===== src/rtl/median_window_ctrl_pkg.sv =====
`default_nettype none
// ============================================================================
// Package : median_pkg
// Brief   : Shared state encoding, default geometry and width helpers for the
//           5x5 median window controller.
// Rev     : 1.0  initial release
// ============================================================================
package median_pkg;

    typedef enum logic [1:0] {
        IDLE  = 2'd0,
        FILL  = 2'd1,
        RUN   = 2'd2,
        DRAIN = 2'd3
    } ctrl_state_t;

    localparam int DEF_KERNEL_SIZE  = 5;
    localparam int DEF_IMAGE_WIDTH  = 10;
    localparam int DEF_IMAGE_HEIGHT = 10;
    localparam int DEF_PIPE_LATENCY = 3;

    // Never returns 0 so degenerate ranges still give a legal vector width.
    function automatic int cnt_width(input int n);
        return (n <= 2) ? 1 : $clog2(n);
    endfunction

endpackage
`default_nettype wire


===== src/rtl/median_window_ctrl_sideband_delay.sv =====
`default_nettype none
// ============================================================================
// Module : sideband_delay
// Brief  : DEPTH-stage shift register carrying {valid,tuser,tlast} alongside
//          the median core pipeline.
// Rev    : 1.0  initial release
// ============================================================================
module sideband_delay #(
    parameter int DEPTH = 3,
    parameter int WIDTH = 3
) (
    input  logic             i_clk,
    input  logic             i_aresetn,
    input  logic [WIDTH-1:0] i_data,
    output logic [WIDTH-1:0] o_data
);

    logic [WIDTH-1:0] stage_q [DEPTH];

    always_ff @(posedge i_clk or negedge i_aresetn) begin
        if (!i_aresetn) begin
            stage_q[0] <= '0;
        end else begin
            stage_q[0] <= i_data;
        end
    end

    generate
        for (genvar gi = 1; gi < DEPTH; gi++) begin : g_stage
            always_ff @(posedge i_clk or negedge i_aresetn) begin
                if (!i_aresetn) begin
                    stage_q[gi] <= '0;
                end else begin
                    stage_q[gi] <= stage_q[gi-1];
                end
            end
        end
    endgenerate

    assign o_data = stage_q[DEPTH-1];

endmodule
`default_nettype wire


===== src/rtl/median_window_ctrl.sv =====
`default_nettype none
// ============================================================================
// Module : median_window_ctrl
// Brief  : Frame/line sequencer for the median path: pixel position tracking,
//          in-image window qualification and latency-aligned AXIS sideband.
//          Optional macro MEDIAN_CTRL_LINE_CHECK_EN enables the tlast check.
// Rev    : 1.0  initial release
// ============================================================================
module median_window_ctrl
    import median_pkg::*;
#(
    parameter int KERNEL_SIZE  = DEF_KERNEL_SIZE,
    parameter int IMAGE_WIDTH  = DEF_IMAGE_WIDTH,
    parameter int IMAGE_HEIGHT = DEF_IMAGE_HEIGHT,
    parameter int PIPE_LATENCY = DEF_PIPE_LATENCY
) (
    input  logic                                 i_clk,
    input  logic                                 i_aresetn,
    input  logic                                 i_data_valid,
    input  logic                                 i_start_of_frame,
    input  logic                                 i_end_of_line,
    output logic                                 o_win_valid,
    output logic [cnt_width(IMAGE_WIDTH)-1:0]    o_col,
    output logic [cnt_width(IMAGE_HEIGHT)-1:0]   o_row,
    output logic                                 o_busy,
    output logic                                 o_m_tvalid,
    output logic                                 o_m_tuser,
    output logic                                 o_m_tlast,
    output logic                                 o_frame_done,
    output logic                                 o_err_line
);

    localparam int CW = cnt_width(IMAGE_WIDTH);
    localparam int RW = cnt_width(IMAGE_HEIGHT);
    localparam int DW = cnt_width(PIPE_LATENCY + 1);

    localparam logic [CW-1:0] C_COL_LAST = CW'(IMAGE_WIDTH - 1);
    localparam logic [RW-1:0] C_ROW_LAST = RW'(IMAGE_HEIGHT - 1);
    localparam logic [CW-1:0] C_COL_K1   = CW'(KERNEL_SIZE - 1);
    localparam logic [RW-1:0] C_ROW_K1   = RW'(KERNEL_SIZE - 1);
    localparam logic [RW-1:0] C_ROW_K2   = RW'(KERNEL_SIZE - 2);
    localparam logic [DW-1:0] C_LAT      = DW'(PIPE_LATENCY);
    localparam logic [DW-1:0] C_LAT_M1   = DW'(PIPE_LATENCY - 1);

    ctrl_state_t   state_q;
    logic [CW-1:0] col_q, col_d;
    logic [RW-1:0] row_q, row_d;
    logic          win_valid_q, tuser_q, tlast_q;
    logic          drain_act_q;
    logic [DW-1:0] drain_cnt_q;
    logic          frame_done_q;
    logic [2:0]    sb_out;

    logic          w_sof, w_accept, w_last_col, w_last_row, w_in_win;
    logic [CW-1:0] w_pix_col;
    logic [RW-1:0] w_pix_row;

    // A start-of-frame pixel is always accepted and is by definition pixel (0,0).
    assign w_sof      = i_data_valid & i_start_of_frame;
    assign w_accept   = i_data_valid & (i_start_of_frame | (state_q == FILL) | (state_q == RUN));
    assign w_pix_col  = w_sof ? '0 : col_q;
    assign w_pix_row  = w_sof ? '0 : row_q;
    assign w_last_col = (w_pix_col == C_COL_LAST);
    assign w_last_row = (w_pix_row == C_ROW_LAST);
    assign w_in_win   = w_accept & (w_pix_col >= C_COL_K1) & (w_pix_row >= C_ROW_K1);

    always_comb begin
        col_d = col_q;
        row_d = row_q;
        if (w_accept) begin
            if (w_last_col) begin
                col_d = '0;
                row_d = w_last_row ? '0 : w_pix_row + RW'(1);
            end else begin
                col_d = w_pix_col + CW'(1);
                row_d = w_pix_row;
            end
        end
    end

    always_ff @(posedge i_clk or negedge i_aresetn) begin
        if (!i_aresetn) begin
            state_q      <= IDLE;
            col_q        <= '0;
            row_q        <= '0;
            win_valid_q  <= 1'b0;
            tuser_q      <= 1'b0;
            tlast_q      <= 1'b0;
            drain_act_q  <= 1'b0;
            drain_cnt_q  <= '0;
            frame_done_q <= 1'b0;
        end else begin
            col_q        <= col_d;
            row_q        <= row_d;
            win_valid_q  <= w_in_win;
            tuser_q      <= w_in_win & (w_pix_col == C_COL_K1) & (w_pix_row == C_ROW_K1);
            tlast_q      <= w_in_win & w_last_col;
            frame_done_q <= 1'b0;

            // Drain tracking runs independently of the state so a new frame may start while it finishes.
            if (w_accept && !w_sof && (state_q == RUN) && w_last_col && w_last_row) begin
                drain_act_q <= 1'b1;
                drain_cnt_q <= '0;
            end else if (drain_act_q) begin
                drain_cnt_q  <= drain_cnt_q + DW'(1);
                frame_done_q <= (drain_cnt_q == C_LAT_M1);
                if (drain_cnt_q == C_LAT) begin
                    drain_act_q <= 1'b0;
                end
            end

            if (w_sof) begin
                state_q <= FILL;
            end else begin
                case (state_q)
                    FILL: if (w_accept && w_last_col && (w_pix_row == C_ROW_K2)) state_q <= RUN;
                    RUN:  if (w_accept && w_last_col && w_last_row) state_q <= DRAIN;
                    DRAIN: if (drain_act_q && (drain_cnt_q == C_LAT)) state_q <= IDLE;
                    default: ;
                endcase
            end
        end
    end

    sideband_delay #(
        .DEPTH (PIPE_LATENCY),
        .WIDTH (3)
    ) u_sideband_delay (
        .i_clk     (i_clk),
        .i_aresetn (i_aresetn),
        .i_data    ({win_valid_q, tuser_q, tlast_q}),
        .o_data    (sb_out)
    );

`ifdef MEDIAN_CTRL_LINE_CHECK_EN
    logic err_q;
    logic w_eol_bad;

    assign w_eol_bad = i_end_of_line != w_last_col;

    always_ff @(posedge i_clk or negedge i_aresetn) begin
        if (!i_aresetn) begin
            err_q <= 1'b0;
        end else if (w_sof) begin
            err_q <= w_eol_bad;
        end else if (w_accept && w_eol_bad) begin
            err_q <= 1'b1;
        end
    end

    assign o_err_line = err_q;
`else
    logic unused_eol;
    assign unused_eol = i_end_of_line;
    assign o_err_line = 1'b0;
`endif

    assign o_win_valid  = win_valid_q;
    assign o_col        = col_q;
    assign o_row        = row_q;
    assign o_busy       = (state_q != IDLE);
    assign o_m_tvalid   = sb_out[2];
    assign o_m_tuser    = sb_out[1];
    assign o_m_tlast    = sb_out[0];
    assign o_frame_done = frame_done_q;

endmodule
`default_nettype wire


===== config.mk =====
export PLATFORM = sky130hd
export DESIGN_NAME = median_window_ctrl
export DESIGN_NICKNAME = d
export VERILOG_FILES = /design/src/rtl/median_window_ctrl_pkg.sv /design/src/rtl/median_window_ctrl_sideband_delay.sv /design/src/rtl/median_window_ctrl.sv
export SDC_FILE = /design/constraint.sdc
export NUM_CORES = 1
export LEC_CHECK = 0
export ABC_AREA = 1
export ABC_CLOCK_PERIOD_IN_PS = 3250
export BUFFER_PORTS_ARGS = -buffer_cell sky130_fd_sc_hd__buf_4
export CAP_MARGIN = 20
export CORE_UTILIZATION = 35
export DETAILED_ROUTE_END_ITERATION = 8
export PLACE_DENSITY_LB_ADDON = 0.2
export SYNTH_ARGS = -nofsm -noshare
export SYNTH_HDL_FRONTEND = slang
export SYNTH_SLANG_ARGS = --single-unit

===== constraint.sdc =====
create_clock -name i_clk -period 3.25 [get_ports i_clk]
set_input_delay 0.325 -clock i_clk [delete_from_list [all_inputs] [get_ports i_clk]]
set_output_delay 0.325 -clock i_clk [all_outputs]
set_load 0.05 [all_outputs]

==> flow_summary.json <==
{
  "place_congestion": 0.812,
  "rsz0062_at_grt": "false",
  "yosysWarnings": 0,
  "ctsRootBufferMaster": "clkbuf_4",
  "finalMaxSlewViolations": 0,
  "post-route-util_pct": 43.8,
  "cts_max_path_buffers": 2,
  "grt_usage_pct": 14.1,
  "numPortBuffers": 17,
  "min_path_type": "flip-flop to flip-flop",
  "p_leak_uw": 0.000759,
  "tns_ns": 0,
  "htree_num_levels": 1,
  "final_common_cell": "dfrtp_1",
  "die_area_um2": 3860,
  "endpoint_kind": "flip-flop",
  "seq_power_share_pct": 38.6,
  "grt_pass1_vias": 961,
  "antennaDiodeCount": 0,
  "max_freq_mhz": 647,
  "synth_cells": 136,
  "cts.sinks": 26,
  "die_h_um": 62.1,
  "syn_area_um2": 1270,
  "ys_ff_latch": 26,
  "nets": 163,
  "internal_power_uw": 632,
  "drcViolationCount": 0,
  "clk_pin_slew_ns": 0.14,
  "drv_cap": 0,
  "grt_max_degree": 27,
  "area_growth_pct": 17.2,
  "path_class": "flip-flop to flip-flop",
  "postCtsHoldBufs": 1,
  "syn_avg_cell_area_um2": 9.31,
  "initial_core_util_pct": 37.4,
  "wl_per_cell_um": 11.7,
  "routed_wl_um": 2350,
  "cp.arrival_ns": 1.80,
  "gr-total-overflow": 0,
  "cp-start-kind": "flip-flop",
  "combPwrFrac_pct": 41.6,
  "fin_worst_skew_ns": 0.00106,
  "grt_pass1_wl_um": 4310,
  "p_clk_share_pct": 19.8,
  "final_area_um2": 1480,
  "vias": 951,
  "drtIter0Drc": 46,
  "vias_per_cell": 4.73,
  "final_cell_mix": "dfrtp_1, nand2_1, inv_1",
  "cts_tree": "yes",
  "timing.final.crit_share_pct": 47.6,
  "dieWidth_um": 62.1,
  "ant_nets": 0,
  "ir_drop_mv": 0.277,
  "min_period_ns": 1.55,
  "cts_made_buffers": 3,
  "cts_resized": 0,
  "synth_seq_area_share_pct": 51.4,
  "drive_above_1_share_pct": 23.2,
  "cp_max_fo": 12,
  "post-dp-hpwl_um": 1690,
  "worstSkewPairLatency_ns": 0.32,
  "post_cts_buffers": 0,
  "first_pass_iters": 4,
  "swShare_pct": 43.6,
  "status": "complete, no violations",
  "num_rows": 21,
  "place_area_um2": 1420,
  "powerDensity_nw_per_um2": 755,
  "antenna_found_initial": 0,
  "finalSetupViolCount": 0,
  "core_region_area_um2": 3390,
  "cp.required_ns": 3.50,
  "pin_count": 20,
  "finalHoldViolCount": 0,
  "yosysUniqueCellTypes": 27,
  "synth_fp_nets": 143,
  "p_sw_uw": 489
}
## per-stage QoR
stage          setup WS [ns]  total power, uW  hold WS, ns  std cells
6_report                1.70             1120        0.366        201
5_1_grt                 1.51             1190        0.373        201
4_1_cts                 1.71             1130        0.367        201
3_5_place_dp            1.64              904        0.253        196
3_3_place_gp            1.70              896        0.247        196
2_1_floorplan           1.69              786       0.0294        136
## worst max-delay path, stage by stage (launching register included)
cell	delay, ns
dfrtp_1	0.46
inv_1	0.09
nand2_2	0.08
nand3_1	0.10
nand2_2	0.22
inv_1	0.15
a21oi_1	0.19
nand2_1	0.07
o22ai_1	0.11
## synthesized netlist by cell type
cell,n,area [um2]
dfrtp_1,26,651
nand2_1,22,82.6
inv_1,20,75.1
nand3_1,13,65.1
nand4_1,8,50.1
nor2_1,7,26.3
o21ai_0,7,35.0
nand2_2,4,25.0
nand3_2,4,40.0
nor2_2,3,18.8
a21oi_1,2,10.0
a31oi_1,2,12.5
buf_6,2,22.5
ha_1,2,25.0
nand2_4,2,22.5
a21boi_0,1,7.51
buf_4,1,7.51
conb_1,1,3.75
nand3_4,1,17.5
nand3b_1,1,7.51
nor2_8,1,20.0
nor3_1,1,5.00
o21ai_1,1,5.00
o22ai_1,1,6.26
o31ai_1,1,7.51
xnor2_1,1,8.76
xor2_1,1,8.76
## final timing paths
kind / from / end / slack [ns] / depth (start not counted)
min in group asynchronous: i_aresetn / drain_cnt_q[0]$_DFFE_PN0P_ / 0.42 / 2
setup / recovery: state_q[0]$_DFFE_PN0P_ / o_row[2]$_DFFE_PN0N_ / 1.70 / 8
hold / removal: u_sideband_delay.stage_q[6]$_DFF_PN0_ / u_sideband_delay.stage_q[3]$_DFF_PN0_ / 0.37 / 0
hold reg to reg: u_sideband_delay.stage_q[6]$_DFF_PN0_ / u_sideband_delay.stage_q[3]$_DFF_PN0_ / 0.37 / 0
max in group asynchronous: i_aresetn / u_sideband_delay.stage_q[3]$_DFF_PN0_ / 2.58 / 2
setup reg to reg: state_q[0]$_DFFE_PN0P_ / o_row[2]$_DFFE_PN0N_ / 1.70 / 8
## layout make-up
cell class	instances	area (um2)
Clock buffer	3	22.5
Clock inverter	1	30.0
Fill cell	344	1910
Tap cell	46	57.6
Inverter	20	75.1
Timing Repair Buffer	18	138
Multi-Input combinational cell	87	510
Sequential cell	26	651
## cells by family after synthesis
family / count (synthesis) / synth area share, %
simple gates: 67 / 30.0
flops: 26 / 51.4
buf+inv: 23 / 8.30
compound gates: 15 / 6.62
xor+xnor: 2 / 1.38
fa+ha+maj: 2 / 1.98
other cells: 1 / 0.296
## per-layer routing
metal	GRT usage, %	wire length, um	up-vias
met1	19.1	1170	447
li1	-	-	482
met5	0	0	-
met2	21.8	1050	16
met4	6.69	51	0
met3	2.57	77	6
## power by group through the flow
| stage | clock network [uW] | logic, uW | registers (uW) |
|---|---|---|---|
| after global placement | 0 | 459 | 437 |
| after detailed placement | 0 | 464 | 439 |
| final | 221 | 466 | 433 |
| after CTS | 230 | 467 | 433 |
| after global routing | 243 | 509 | 442 |
| after floorplan | 0 | 252 | 534 |
## sequential cells by signal, summed over array words and instances (netlist names)
register / count
state_q: 2
o_col: 4
u_sideband_delay.o_data: 3
tlast_q: 1
drain_act_q: 1
o_row: 4
o_win_valid: 1
u_sideband_delay.stage_q: 6
drain_cnt_q: 2
tuser_q: 1
o_frame_done: 1
Note: power is estimated with default switching activity, not from simulation.
